`config.mk`:
```
export PLATFORM = sky130hd
export DESIGN_NAME = envelope_amplifier
export DESIGN_NICKNAME = d
export VERILOG_FILES = /design/src/rtl/envelope_amplifier_pkg.sv /design/src/rtl/envelope_generator.sv /design/src/rtl/envelope_amplifier.sv
export SDC_FILE = /design/constraint.sdc
export NUM_CORES = 1
export LEC_CHECK = 0
export ABC_CLOCK_PERIOD_IN_PS = 7300
export CORE_MARGIN = 8
export CORE_UTILIZATION = 50
export CTS_CLUSTER_DIAMETER = 100
export DETAILED_ROUTE_END_ITERATION = 8
export PLACE_DENSITY = 0.72
export SLEW_MARGIN = 20
export SYNTH_ARGS = -nofsm -noshare
export SYNTH_HDL_FRONTEND = slang
export SYNTH_SLANG_ARGS = --single-unit
```
`constraint.sdc`:
```
create_clock -name clk -period 7.3 [get_ports clk]
set_clock_uncertainty 0.05 [all_clocks]
set_input_delay 0.73 -clock clk [delete_from_list [all_inputs] [get_ports clk]]
set_output_delay 0.73 -clock clk [all_outputs]
set_load 0.02 [all_outputs]
```
`src/rtl/envelope_amplifier_pkg.sv`:
```
// Shared types, default widths and rate-step helper for the envelope amplifier.
package envelope_amplifier_pkg;

  localparam int DEF_SAMPLE_BITS  = 16;
  localparam int DEF_ENV_ACC_BITS = 16;
  localparam int DEF_ENV_BITS     = 8;
  localparam int DEF_RATE_SHIFT   = 4;

  typedef enum logic [2:0] {
    ST_IDLE    = 3'd0,
    ST_ATTACK  = 3'd1,
    ST_DECAY   = 3'd2,
    ST_SUSTAIN = 3'd3,
    ST_RELEASE = 3'd4
  } env_state_t;

  // Per-tick accumulator step; callers truncate to the accumulator width.
  function automatic logic [31:0] env_step(input logic [7:0] rate, input int shift);
    return {24'd0, rate} << shift;
  endfunction

endpackage

```
`src/rtl/envelope_generator.sv`:
```
// ADSR state machine and envelope accumulator, advancing once per sample strobe.
// ENV_AMP_VELOCITY_EN adds a velocity input that caps the attack peak and sustain level.
module envelope_generator
  import envelope_amplifier_pkg::*;
#(
  parameter int ENV_ACC_BITS = DEF_ENV_ACC_BITS,
  parameter int ENV_BITS     = DEF_ENV_BITS,
  parameter int RATE_SHIFT   = DEF_RATE_SHIFT
) (
  input  logic                clk,
  input  logic                rst_n,
  input  logic                sample_strobe,
  input  logic                gate,
  input  logic [7:0]          attack,
  input  logic [7:0]          decay,
  input  logic [ENV_BITS-1:0] sustain,
  input  logic [7:0]          release_rate,
`ifdef ENV_AMP_VELOCITY_EN
  input  logic [ENV_BITS-1:0] velocity,
`endif
  output logic [ENV_BITS-1:0] env_level,
  output logic                active
);

  localparam int LOW_BITS = ENV_ACC_BITS - ENV_BITS;

  env_state_t state, state_nxt;
  logic [ENV_ACC_BITS-1:0] acc, acc_nxt;
  logic [ENV_ACC_BITS-1:0] peak, sus_acc;
  logic [ENV_ACC_BITS-1:0] step_a, step_d, step_r;
  logic [ENV_ACC_BITS:0]   sum_a, dif_d, dif_r;
  logic [ENV_BITS-1:0]     sus_eff;

`ifdef ENV_AMP_VELOCITY_EN
  logic [ENV_BITS-1:0] vel_q, vel_nxt;
  assign peak    = {vel_q, {LOW_BITS{1'b1}}};
  assign sus_eff = (sustain < vel_q) ? sustain : vel_q;
`else
  assign peak    = {ENV_ACC_BITS{1'b1}};
  assign sus_eff = sustain;
`endif

  assign sus_acc = {sus_eff, {LOW_BITS{1'b0}}};
  assign step_a  = ENV_ACC_BITS'(env_step(attack, RATE_SHIFT));
  assign step_d  = ENV_ACC_BITS'(env_step(decay, RATE_SHIFT));
  assign step_r  = ENV_ACC_BITS'(env_step(release_rate, RATE_SHIFT));

  // One extra bit catches carry (attack) and borrow (decay/release) for saturation.
  assign sum_a = {1'b0, acc} + {1'b0, step_a};
  assign dif_d = {1'b0, acc} - {1'b0, step_d};
  assign dif_r = {1'b0, acc} - {1'b0, step_r};

  // Next-state and accumulator decode; the gate check wins over the rate step.
  always_comb begin
    state_nxt = state;
    acc_nxt   = acc;
`ifdef ENV_AMP_VELOCITY_EN
    vel_nxt   = vel_q;
`endif
    if (sample_strobe) begin
      case (state)
        ST_IDLE: begin
          if (gate) begin
            state_nxt = ST_ATTACK;
`ifdef ENV_AMP_VELOCITY_EN
            vel_nxt   = velocity;
`endif
          end else begin
            state_nxt = ST_IDLE;
          end
        end
        ST_ATTACK: begin
          if (!gate) begin
            state_nxt = ST_RELEASE;
          end else if (sum_a[ENV_ACC_BITS] || (sum_a[ENV_ACC_BITS-1:0] >= peak)) begin
            acc_nxt   = peak;
            state_nxt = ST_DECAY;
          end else begin
            acc_nxt   = sum_a[ENV_ACC_BITS-1:0];
          end
        end
        ST_DECAY: begin
          if (!gate) begin
            state_nxt = ST_RELEASE;
          end else if (dif_d[ENV_ACC_BITS] || (dif_d[ENV_ACC_BITS-1:0] <= sus_acc)) begin
            acc_nxt   = sus_acc;
            state_nxt = ST_SUSTAIN;
          end else begin
            acc_nxt   = dif_d[ENV_ACC_BITS-1:0];
          end
        end
        ST_SUSTAIN: begin
          if (!gate) begin
            state_nxt = ST_RELEASE;
          end else begin
            acc_nxt   = sus_acc;
          end
        end
        ST_RELEASE: begin
          if (gate) begin
            state_nxt = ST_ATTACK;
`ifdef ENV_AMP_VELOCITY_EN
            vel_nxt   = velocity;
`endif
          end else if (dif_r[ENV_ACC_BITS] || (dif_r[ENV_ACC_BITS-1:0] == {ENV_ACC_BITS{1'b0}})) begin
            acc_nxt   = {ENV_ACC_BITS{1'b0}};
            state_nxt = ST_IDLE;
          end else begin
            acc_nxt   = dif_r[ENV_ACC_BITS-1:0];
          end
        end
        default: begin
          state_nxt = ST_IDLE;
          acc_nxt   = {ENV_ACC_BITS{1'b0}};
        end
      endcase
    end else begin
      state_nxt = state;
    end
  end

  // State, accumulator and activity flag registers.
  always_ff @(posedge clk) begin
    if (!rst_n) begin
      state  <= ST_IDLE;
      acc    <= {ENV_ACC_BITS{1'b0}};
      active <= 1'b0;
`ifdef ENV_AMP_VELOCITY_EN
      vel_q  <= {ENV_BITS{1'b0}};
`endif
    end else begin
      state  <= state_nxt;
      acc    <= acc_nxt;
      active <= (state_nxt != ST_IDLE);
`ifdef ENV_AMP_VELOCITY_EN
      vel_q  <= vel_nxt;
`endif
    end
  end

  assign env_level = acc[ENV_ACC_BITS-1 -: ENV_BITS];

endmodule

```
`src/rtl/envelope_amplifier.sv`:
```
// ADSR envelope plus two-stage signed amplify pipeline for offset-binary LUT samples.
// ENV_AMP_VELOCITY_EN adds the velocity port passed to the envelope generator.
module envelope_amplifier
  import envelope_amplifier_pkg::*;
#(
  parameter int SAMPLE_BITS  = DEF_SAMPLE_BITS,
  parameter int ENV_ACC_BITS = DEF_ENV_ACC_BITS,
  parameter int ENV_BITS     = DEF_ENV_BITS,
  parameter int RATE_SHIFT   = DEF_RATE_SHIFT
) (
  input  logic                   clk,
  input  logic                   rst_n,
  input  logic                   sample_strobe,
  input  logic                   gate,
  input  logic [7:0]             attack,
  input  logic [7:0]             decay,
  input  logic [ENV_BITS-1:0]    sustain,
  input  logic [7:0]             release_rate,
`ifdef ENV_AMP_VELOCITY_EN
  input  logic [ENV_BITS-1:0]    velocity,
`endif
  input  logic [SAMPLE_BITS-1:0] din,
  output logic [SAMPLE_BITS-1:0] dout,
  output logic                   dout_valid,
  output logic [ENV_BITS-1:0]    env_level,
  output logic                   active
);

  localparam int PROD_BITS = SAMPLE_BITS + ENV_BITS + 1;

  logic signed [SAMPLE_BITS-1:0] s1;
  logic signed [PROD_BITS-1:0]   s1_ext, gain_ext, prod;
  logic                          v1, v2;

  envelope_generator #(
    .ENV_ACC_BITS (ENV_ACC_BITS),
    .ENV_BITS     (ENV_BITS),
    .RATE_SHIFT   (RATE_SHIFT)
  ) u_gen (
    .clk           (clk),
    .rst_n         (rst_n),
    .sample_strobe (sample_strobe),
    .gate          (gate),
    .attack        (attack),
    .decay         (decay),
    .sustain       (sustain),
    .release_rate  (release_rate),
`ifdef ENV_AMP_VELOCITY_EN
    .velocity      (velocity),
`endif
    .env_level     (env_level),
    .active        (active)
  );

  // Gain is a non-negative fraction, so the full product never overflows PROD_BITS.
  assign s1_ext   = {{(ENV_BITS+1){s1[SAMPLE_BITS-1]}}, s1};
  assign gain_ext = {{(SAMPLE_BITS+1){1'b0}}, env_level};

  // Convert, scale, shift: each stage fires only when its valid is set.
  always_ff @(posedge clk) begin
    if (!rst_n) begin
      s1         <= '0;
      prod       <= '0;
      dout       <= '0;
      v1         <= 1'b0;
      v2         <= 1'b0;
      dout_valid <= 1'b0;
    end else begin
      v1         <= sample_strobe;
      v2         <= v1;
      dout_valid <= v2;
      if (sample_strobe) begin
        s1 <= $signed({~din[SAMPLE_BITS-1], din[SAMPLE_BITS-2:0]});
      end
      if (v1) begin
        prod <= s1_ext * gain_ext;
      end
      if (v2) begin
        dout <= SAMPLE_BITS'(prod >>> ENV_BITS);
      end
    end
  end

endmodule

```
# == After elaboration in Yosys (flattened, before gate mapping) ==
# Cells that the tools add are included.
# word_totals
reg_bits,79
latch_bits,0
mem_bits_rw,0
mem_bits_ro,0
out_inout_bits,26
memories,0
# classes
addsub,3
mul,1
div_mod_pow,0
order_cmp,2
n_eq_ne,8
shifts,0
n_mux,18
n_bitwise,2
reduce_logical,7
# op_table
operator,count
2-to-1 mux 16 bit,7
case mux 16 bit (5 select lines),1
subtractor 16 x 12 -> 17 bit,2
multiplier 16 x 9 -> 24 bit,1
2-to-1 mux 3 bit,8
adder 16 x 12 -> 17 bit,1
>= comparator 16 bit (second input constant),1
<= comparator 16 bit,1
logical NOT 16 bit,1
case mux 3 bit (5 select lines),1
!= test 2 bit (second input constant),4
== test 3 x 2 -> 1 bit (second input constant),2
AND reduction 6 bit,1
== test 3 x 1 -> 1 bit (second input constant),1
== test 3 bit (second input constant),1
logical NOT 3 bit,1
logical OR 1 bit,3
nonzero test 3 bit,1
inverter 1 bit,2
2-to-1 mux 1 bit,1

# == Longest topological paths before layout ==
# Gate-level depths: netlist of run 1.
# logic_depth
ltp_word,8
mapped_depth,20

# == Hierarchy ==
# A second synthesis of run 1 with hierarchy kept.
# hier_totals
hier_cells,1115
hier_area_um2,9188.8
# by_module_without_submodules
mod,instances,cells_per_inst,area_each_um2
envelope_amplifier,1,726,6338.6
envelope_generator,1,389,2850.2

# == Worst setup path before layout of run 1 ==
# OpenSTA, ideal clock, no wires.
# synth_path
path_type,register to register
startpoint,register u_gen.acc[12]
endpoint,register prod[22]
setup_ns,0.128
arrival_time_ns,4.935
path_slack_ns,2.187
stages_incl_launch_ff,19
path_buffers,3
synth_period_minus_slack_ns,5.113
path_cell_list,dfxtp_1 > buf_1 > clkbuf_1 > clkbuf_1 > and2_1 > fa_1 > fa_1 > inv_1 > fa_1 > inv_1 > fa_1 > ha_1 > or3_1 > a31oi_1 > o221a_2 > o221ai_1 > xor2_1 > mux2i_1 > nor2_1
# synth_via
elab_chain_cells,1
# synth_rtl
element,line,rtl
"start, declared",envelope_generator.sv:28,"logic [ENV_ACC_BITS-1:0] acc, acc_nxt;"
"start signal, assigned",envelope_generator.sv:126,acc <= {ENV_ACC_BITS{1'b0}};
"start signal, assigned",envelope_generator.sv:133,acc <= acc_nxt;
multiplier 16 x 9 -> 24 bit,envelope_amplifier.sv:76,prod <= s1_ext * gain_ext;
"end signal, assigned",envelope_amplifier.sv:76,
"end, declared",envelope_amplifier.sv:32,"logic signed [PROD_BITS-1:0] s1_ext, gain_ext, prod;"
# Every way passes these cells.
# A chain may end at the register's enable or synchronous reset.

# == Worst setup path in the final report of run 1 ==
# layout_path
startpoint,register u_gen.acc[10]
endpoint,register prod[22]
# Same word-level chain as after synthesis.

==> results.cfg, run 1 <==
[drt]
firstDrtPassIters = 5
via_per_inst = 5.472
wl_per_cell_um = 16.95
drt_wl_total_um = 22820
postRouteAntennaNets = 0
drtIter0Drc = 528
drc = 0
route.vias.total = 7365

[placed_design]
dp_cells = 1330
port-buffer-count = 77
dpl.hpwl_um = 17510
placed_area_um2 = 9797
gp_congestion = 0.9210

[floorplanning]
io_pins = 78
initial_core_util = 0.5026
coreArea_um2 = 17720
fp.dieArea_um2 = 22340
fp.dieH_um = 149.5
fp.dieW_um = 149.5
num_rows = 49

[yosys]
netlist_area_um2 = 8906
synth_fp_nets = 1296
syn_inst = 1067
async_reset_ff_frac = 0
syn_avg_cell_area_um2 = 8.347
synth-edff-count = 0
ys_ff_latch = 68
ys.flop_type = dfxtp_1
ys_warn_count = 0
yosysSeqAreaShare = 0.1529
yosysUniqueCellTypes = 69

[worst_hold_path]
min_path_cells = 2
worstHoldStart = prod[12]
holdPathEnd = prod[12]
hp-class = reg2reg

[setup_path]
crit_arrival_ps = 5780
crit_path_end_kind = flip-flop
cpMostUsedCell = fa_1
required_ps = 7450
path_cells = nand2_1, fa_1, inv_1, fa_1, inv_1, fa_1, inv_1, fa_1, ha_1, or3_1, a31oi_1, o221a_2, o221ai_1, xor2_1, mux2i_1, nor2_1
start_kind = flip-flop
path_max_fanout = 22
reg2reg_to = prod[22]
worst-r2r-setup-slack_ps = 1670
critPathKind = reg2reg
rr_startpoint = u_gen.acc[10]
cpMaxStageDelayCell = dfxtp_1
cpPeakStageDelay_ps = 980
reg2reg_depth = 16

[timing]
worst_pin_slew_ps = 1145
max_freq_mhz = 177.6
period_needed_ps = 5629
setup_violations = 0
rsz0062_at_grt = false
finalHoldViolations = 0
post-route-period-util = 0.7711
fin_setup_tns_ps = 0
slew_headroom = 0.2356
slew_violations = 0

[finish]
nNetsFinal = 1341
finish.utilization = 0.5712
fill_cells = 1608
final_layout_size_suffix_gt1_frac = 0.03491
area_delta_synth_final_pct = 13.64
fin_cells = 1346
antenna_cells = 0
fin_area_um2 = 10120

[cts]
cts.sinks = 68
cts_root_buffer = clkbuf_16
tritoncts = yes
postCtsSetupBuffers = 0
clockBufferDepth = 2
cts_hold_buffers = 0
clock_latency_ps = 360
cts_made_buffers = 9
clk_pin_slew_ps = 70
cts_max_level = 3
post_cts_resized = 0

[global_routing]
grt_pass1_vias = 7501
grt_start_max_net_pins = 54
grt-ovfl-total = 0
grt_usage = 0.2130
antenna_found_initial = 0
grt_pass1_wl_um = 37950

[run_status]
outcome = finished, final reports clean

[power_and_ir_drop]
ir_worst_vdd_mv = 0.1323
static-leakage-power_nw = 4.672
power_density_nw_per_um2 = 101.1

[run]
cap_violations = 0
[layout by cell type, fill, tap and decap left out, types with 3 or more instances in the layout]
cell | synthesis | routed
a211oi_1 | 7 | 7
a21o_1 | 7 | 7
a21oi_1 | 48 | 48
a221oi_1 | 5 | 5
a22o_1 | 3 | 3
a311oi_1 | 3 | 3
a31oi_1 | 5 | 5
and2_1 | 83 | 83
buf_4 | 8 | 6
clkbuf_16 | 0 | 9
clkdlybuf4s50_1 | 0 | 77
dfxtp_1 | 68 | 68
fa_1 | 102 | 102
ha_1 | 75 | 75
inv_1 | 171 | 171
mux2i_1 | 44 | 44
nand2_1 | 88 | 88
nand2b_1 | 7 | 7
nand3_1 | 12 | 12
nand3b_1 | 5 | 5
nand4_1 | 6 | 6
nand4b_1 | 4 | 4
nor2_1 | 92 | 92
nor2b_1 | 9 | 9
nor3_1 | 17 | 17
nor4_1 | 4 | 4
o211ai_1 | 6 | 6
o21a_1 | 11 | 11
o21ai_0 | 31 | 31
o21bai_1 | 5 | 5
o41ai_1 | 4 | 4
or2_2 | 5 | 5
or3_1 | 5 | 5
xnor2_1 | 27 | 27
xor2_1 | 14 | 14
[stage by stage]
stage	power (mW)	setup WS, ps	hold WS (ps)
after global placement	0.5340	1876	408.8
after CTS	1.030	1733	438.2
final	1.023	1671	434.7
after floorplan	0.4757	2187	396.0
after detailed placement	0.5345	1736	428.9
after global routing	1.062	1450	462.6
[worst max-delay path: cells and delay by family, from the launching register on]
family          cells  cell delay, ps
flops               1             980
simple gates        3             610
buf+inv             3             160
compound gates      3            1110
mux                 1             140
xor+xnor            1             170
fa+ha+maj           5            2250
[layer usage]
metal	GRT usage	part of all wire	up-vias
met5	0	0	-
met4	0.06310	0.018	0
met1	0.2776	0.44	3562
met3	0.03689	0.061	20
met2	0.3541	0.48	219
li1	-	-	3564
[report_power, final]
part | leakage [nW] | total, mW | internal (mW) | switching, mW
Sequential | 0.552 | 0.400 | 0.379 | 0.0212
Clock | 0.156 | 0.494 | 0.301 | 0.193
Combinational | 3.96 | 0.129 | 0.0634 | 0.0654
[cell type report]
type	instances	area [µm²]	area share
multi-input combinational	778	6688	0.6608
sequential	68	1361	0.1345
timing repair buffer	83	815.8	0.08060
inverter	172	645.6	0.06379
tap	229	286.5	0.02831
clock buffer	9	225.2	0.02225
clock inverter	7	98.84	0.009766
[state kept, by name, indices dropped and copies added, names as in the netlist]
register / flops
u_gen.acc: 13
v1: 1
s1: 16
u_gen.state: 3
u_gen.active: 1
v2: 1
prod: 16
dout: 16
dout_valid: 1
[cell usage after synthesis, types with 6 or more instances]
| cell type | instances | area [µm²] |
|---|---|---|
| nand4_1 | 6 | 37.54 |
| dfxtp_1 | 68 | 1361 |
| and2_1 | 83 | 519.3 |
| a21o_1 | 7 | 52.55 |
| a211oi_1 | 7 | 52.55 |
| nor2_1 | 92 | 345.3 |
| nor3_1 | 17 | 85.08 |
| nand3_1 | 12 | 60.06 |
| nand2b_1 | 7 | 43.79 |
| o21a_1 | 11 | 82.58 |
| xnor2_1 | 27 | 236.5 |
| nor2b_1 | 9 | 56.30 |
| o211ai_1 | 6 | 45.04 |
| inv_1 | 171 | 641.9 |
| fa_1 | 102 | 2042 |
| o21ai_0 | 31 | 155.2 |
| mux2i_1 | 44 | 440.4 |
| xor2_1 | 14 | 122.6 |
| clkbuf_1 | 35 | 131.4 |
| a21oi_1 | 48 | 240.2 |
| buf_4 | 8 | 60.06 |
| ha_1 | 75 | 938.4 |
| nand2_1 | 88 | 330.3 |
[worst max-delay path by stage]
| stage | startpoint | end | slack [ps] | cells past startpoint |
|---|---|---|---|---|
| after floorplan | u_gen.acc[12] | prod[22] | 2190 | 18 |
| after global placement | u_gen.acc[10] | prod[22] | 1880 | 16 |
| after detailed placement | u_gen.acc[10] | prod[22] | 1740 | 16 |
| after CTS | u_gen.acc[10] | prod[22] | 1730 | 16 |
| after global routing | u_gen.acc[10] | prod[16] | 1450 | 16 |
| final | u_gen.acc[10] | prod[22] | 1670 | 16 |
[cell families after synthesis]
family | synth area share
flops | 0.1529
compound gates | 0.1271
fa+ha+maj | 0.3346
simple gates | 0.1950
buf+inv | 0.09680
mux | 0.05324
xor+xnor | 0.04032
(Power assumes the default switching activity.)
==> run 2: changes to the inputs <==
--- a/config.mk
+++ b/config.mk
@@ -5,7 +5,7 @@
 export SDC_FILE = /design/constraint.sdc
 export NUM_CORES = 1
 export LEC_CHECK = 0
-export ABC_CLOCK_PERIOD_IN_PS = 7300
+export ABC_CLOCK_PERIOD_IN_PS = 5450
 export CORE_MARGIN = 8
 export CORE_UTILIZATION = 50
 export CTS_CLUSTER_DIAMETER = 100
==> constraint.sdc (replaced) <==
create_clock -name clk -period 5.45 [get_ports clk]
set_clock_uncertainty 0.05 [all_clocks]
set_input_delay 0.545 -clock clk [delete_from_list [all_inputs] [get_ports clk]]
set_output_delay 0.545 -clock clk [all_outputs]
set_load 0.02 [all_outputs]
==> run 2 against run 1 <==
Via count is 1.5% higher. Die area is the same. Register-to-register slack worse by 1300 ps. Largest cell class unchanged.
==> results.cfg, run 2 (same netlist as run 1, synthesis figures left out) <==
[setup_path]
cpPeakStageDelay_ps = 630
crit_arrival_ps = 5240
path_max_fanout = 14
required_ps = 5610
path_cells = buf_4, nand2_1, fa_1, fa_1, inv_1, ha_1, inv_1, fa_1, inv_1, ha_1, nand2_1, o311ai_1, a31oi_2, o221a_2, o221ai_1, xor2_1, mux2i_1, nor2_1
critPathKind = reg2reg
start_kind = flip-flop
cpMaxStageDelayCell = dfxtp_1
crit_path_end_kind = flip-flop

[cts]
clock_latency_ps = 350
cts.sinks = 68
tritoncts = yes
cts_root_buffer = clkbuf_16
postCtsSetupBuffers = 0
cts_max_level = 3
post_cts_resized = 0
clockBufferDepth = 2
cts_hold_buffers = 0
cts_made_buffers = 9
clk_pin_slew_ps = 60

[power_and_ir_drop]
pwr-share-clk = 0.480
p_sw_frac = 0.2705
ir_worst_vdd_mv = 0.1509
total_power_mw = 1.367
static-leakage-power_nw = 4.732
switchingPower_uw = 369.8
intPower_uw = 997.4
pwr-share-seq = 0.390
pwr-share-comb = 0.130
power_density_nw_per_um2 = 133.8

[placed_design]
dpl.hpwl_um = 17890
gp_congestion = 0.9240
port-buffer-count = 77

[drt]
via_per_inst = 5.507
drt_wl_total_um = 22730
wl_per_cell_um = 16.74
postRouteAntennaNets = 0
drtIter0Drc = 566
drc = 0
route.vias.total = 7478
firstDrtPassIters = 5

[floorplanning]
fp.dieW_um = 149.5
initial_core_util = 0.5026
coreArea_um2 = 17720
num_rows = 49
fp.dieArea_um2 = 22340
io_pins = 78
fp.dieH_um = 149.5

[timing]
period_needed_ps = 5088
max_freq_mhz = 196.6
slew_violations = 0
fin_setup_tns_ps = 0
worst_pin_slew_ps = 1140
setup_violations = 0
finalHoldViolations = 0
slew_headroom = 0.2388
rsz0062_at_grt = false
post-route-period-util = 0.9335

[global_routing]
antenna_found_initial = 0
grt_start_max_net_pins = 54
grt_pass1_wl_um = 37890
grt_pass1_vias = 7606
grt_usage = 0.2130
grt-ovfl-total = 0

[finish]
area_delta_synth_final_pct = 14.72
antenna_cells = 0
final_layout_size_suffix_gt1_frac = 0.04694
final_common_cell = inv_1
reg_top3 = dout: 16 flops, prod: 16 flops, s1: 16 flops
fill_cells = 1610
nNetsFinal = 1353
most-common-layout-cells = 171 x inv_1, 102 x fa_1, 92 x nor2_1

[run_status]
outcome = finished, final reports clean

[worst_hold_path]
hp-class = reg2reg

[run]
cap_violations = 0
## run 2: power by group through the flow
| stage | registers (mW) | logic [mW] | clock network [mW] |
|---|---|---|---|
| final | 0.534 | 0.177 | 0.656 |
| after global routing | 0.536 | 0.193 | 0.689 |
| after CTS | 0.533 | 0.175 | 0.669 |
| after detailed placement | 0.544 | 0.174 | 0 |
| after global placement | 0.544 | 0.173 | 0 |
| after floorplan | 0.530 | 0.107 | 0 |
## run 2: final timing paths
check | start | endpoint | slack (ps) | depth (start not counted)
min reg2reg | prod[12] | prod[12] | 440 | 2
max | u_gen.acc[10] | prod[22] | 360 | 18
max reg2reg | u_gen.acc[10] | prod[22] | 360 | 18
min | prod[12] | prod[12] | 440 | 2
## run 2: worst max-delay path, delay by kind of cell, from the launching register on
family	cells	cell delay [ps]
adder cells (fa/ha/maj)	5	1970
multiplexers	1	140
buffers and inverters	4	410
AO/OA/AOI/OAI	4	1400
AND/OR/NAND/NOR	3	210
XOR/XNOR	1	100
flip-flops	1	630
## run 2: stage by stage
stage	worst slack [ps]	hold WS, ps	area (µm²)	instances	utilization
final	362.4	436.8	10220	1358	0.5767
after floorplan	337.5	396.0	8906	1067	-
after detailed placement	298.2	410.4	9882	1342	0.5577
after global placement	394.9	408.9	9882	1342	0.5577
after CTS	289.5	441.2	10200	1358	0.5759
after global routing	53.23	469.1	10220	1358	0.5767
## run 2: final cells by class
cell class                 instances  area (µm²)  area share
inverter                         172       645.6     0.06319
clock inverter                     7       97.59    0.009552
clock buffer                       9       225.2     0.02204
multi-input combinational        778        6694      0.6552
timing repair buffer              95       905.9     0.08866
sequential                        68        1363      0.1334
tap                              229       286.5     0.02804
## run 2: per-layer routing
metal  GRT usage  routed length, µm  vias up
met5           0                  0        -
met2      0.3419              10330      231
met4     0.07723                553        0
met3     0.04808               1617       39
li1            -                  -     3587
met1      0.2755              10230     3621
==> run 3: changes to the inputs <==
--- a/config.mk
+++ b/config.mk
@@ -10,6 +10,7 @@
 export CORE_UTILIZATION = 50
 export CTS_CLUSTER_DIAMETER = 100
 export DETAILED_ROUTE_END_ITERATION = 8
+export MAX_ROUTING_LAYER = met4
 export PLACE_DENSITY = 0.72
 export SLEW_MARGIN = 20
 export SYNTH_ARGS = -nofsm -noshare
==> run 3 against run 2 <==
Non-clock buffer count is 1 lower. First-iteration DRC count fell by 23%. Combinational power is essentially flat. Sequential power hardly changed. Total power down 6.3%. Setup slack lost 60 ps. Clock power down 13%. Die area is the same. Global-route usage up 0.88 points.
==> results.cfg, run 3 (same netlist as run 1, synthesis figures left out) <==
[run_status]
outcome = finished, final reports clean

[timing]
worst_pin_slew_ps = 1072
fin_hold_ws_ps = 432.0
period_needed_ps = 5147
setup_violations = 0
rsz0062_at_grt = false
slew_violations = 0
max_freq_mhz = 194.3
post-route-period-util = 0.9445
fin_setup_tns_ps = 0
finalHoldViolations = 0
slew_headroom = 0.2845

[finish]
final_layout_size_suffix_gt1_frac = 0.04610
fin_area_um2 = 10170
area_delta_synth_final_pct = 14.15
reg_top3 = dout: 16 flops, prod: 16 flops, s1: 16 flops
most-common-layout-cells = 171 x inv_1, 102 x fa_1, 92 x nor2_1
antenna_cells = 0
nNetsFinal = 1352
fill_cells = 1624
final_common_cell = inv_1

[setup_path]
path_max_fanout = 14
start_kind = flip-flop
critPathKind = reg2reg
crit_arrival_ps = 5290
crit_path_end_kind = flip-flop
worst-r2r-setup-slack_ps = 300
required_ps = 5600

[drt]
drt_wl_total_um = 23120
drtIter0Drc = 434
wl_per_cell_um = 17.04
via_per_inst = 5.475
postRouteAntennaNets = 0
route.vias.total = 7429
drc = 0
firstDrtPassIters = 6

[cts]
postCtsSetupBuffers = 0
cts.sinks = 68
clock_latency_ps = 350
cts_root_buffer = clkbuf_16
tritoncts = yes
clk_pin_slew_ps = 60
clockBufferDepth = 2
cts_made_buffers = 9
cts_max_level = 3

[global_routing]
grt_pass1_wl_um = 38320
antenna_found_initial = 0
grt_start_max_net_pins = 54
grt-ovfl-total = 0
grt_usage = 0.2218
grt_pass1_vias = 7495

[placed_design]
port-buffer-count = 77
gp_congestion = 0.9445
placed_area_um2 = 9874
dpl.hpwl_um = 18150

[power_and_ir_drop]
pwr-share-clk = 0.445
static-leakage-power_nw = 4.712
pwr-share-seq = 0.417
switchingPower_uw = 366.9
intPower_uw = 913.9
pwr-share-comb = 0.138
ir_worst_vdd_mv = 0.1875
power_density_nw_per_um2 = 126.0
p_sw_frac = 0.2864

[worst_hold_path]
hp-class = reg2reg

[floorplanning]
coreArea_um2 = 17720
num_rows = 49
fp.dieArea_um2 = 22340
initial_core_util = 0.5026
io_pins = 78
fp.dieH_um = 149.5
fp.dieW_um = 149.5

[run]
cap_violations = 0
## run 3: path summary, 6_finish.rpt
path,startpoint,to,depth (start not counted)
max,u_gen.acc[10],prod[22],18
min,prod[12],prod[12],2
max reg2reg,u_gen.acc[10],prod[22],18
min reg2reg,prod[12],prod[12],2
## run 3: per-stage QoR
| stage | worst slack [ps] | util | total power [mW] | instances |
|---|---|---|---|---|
| 6_report | 302.7 | 0.5738 | 1.281 | 1357 |
| 2_1_floorplan | 337.5 | - | 0.6372 | 1067 |
| 4_1_cts | 232.9 | 0.5731 | 1.295 | 1357 |
| 5_1_grt | 27.91 | 0.5738 | 1.335 | 1357 |
| 3_3_place_gp | 394.1 | 0.5573 | 0.7172 | 1341 |
| 3_5_place_dp | 296.4 | 0.5573 | 0.7178 | 1341 |
## run 3: repair_timing
| item | in CTS | in global routing |
|---|---|---|
| endpoints found under the setup margin | 0 | 2 |
| gates resized for setup | 0 | 1 |
| hold buffers | 0 | 0 |
## run 3: layout make-up
type                    count  area, µm²  area share
clock buffers              10      239.0     0.02351
clock inverters             6      40.04    0.003938
inverters                 172      645.6     0.06351
multi-input cells         778       6694      0.6585
flip-flops and latches     68       1363      0.1340
well taps                 229      286.5     0.02818
repair buffers             94      898.4     0.08837
## run 3: power groups by stage
stage | Clock (mW) | Sequential, mW | Combinational (mW)
final | 0.570 | 0.534 | 0.177
after global routing | 0.607 | 0.536 | 0.192
after detailed placement | 0 | 0.544 | 0.173
after CTS | 0.586 | 0.533 | 0.175
after global placement | 0 | 0.544 | 0.173
after floorplan | 0 | 0.530 | 0.107
## run 3: critical path, stage by stage, from the launching register on
cell and delay, ps:
dfxtp_1 630, buf_4 300, nand2_1 100, fa_1 450, fa_1 480, inv_1 50, ha_1 270, inv_1 50
fa_1 520, inv_1 40, ha_1 260, nand2_1 60, o311ai_1 490, a31oi_2 290, o221a_2 360, o221ai_1 280
xor2_1 110, mux2i_1 150, nor2_1 60
## run 3: routing by layer
metal / GRT usage / up-vias / share of wire
li1: - / 3588 / -
met1: 0.2925 / 3596 / 0.46
met2: 0.3495 / 218 / 0.46
met3: 0.03205 / 27 / 0.059
met4: 0.06108 / 0 / 0.017
met5: - / - / 0
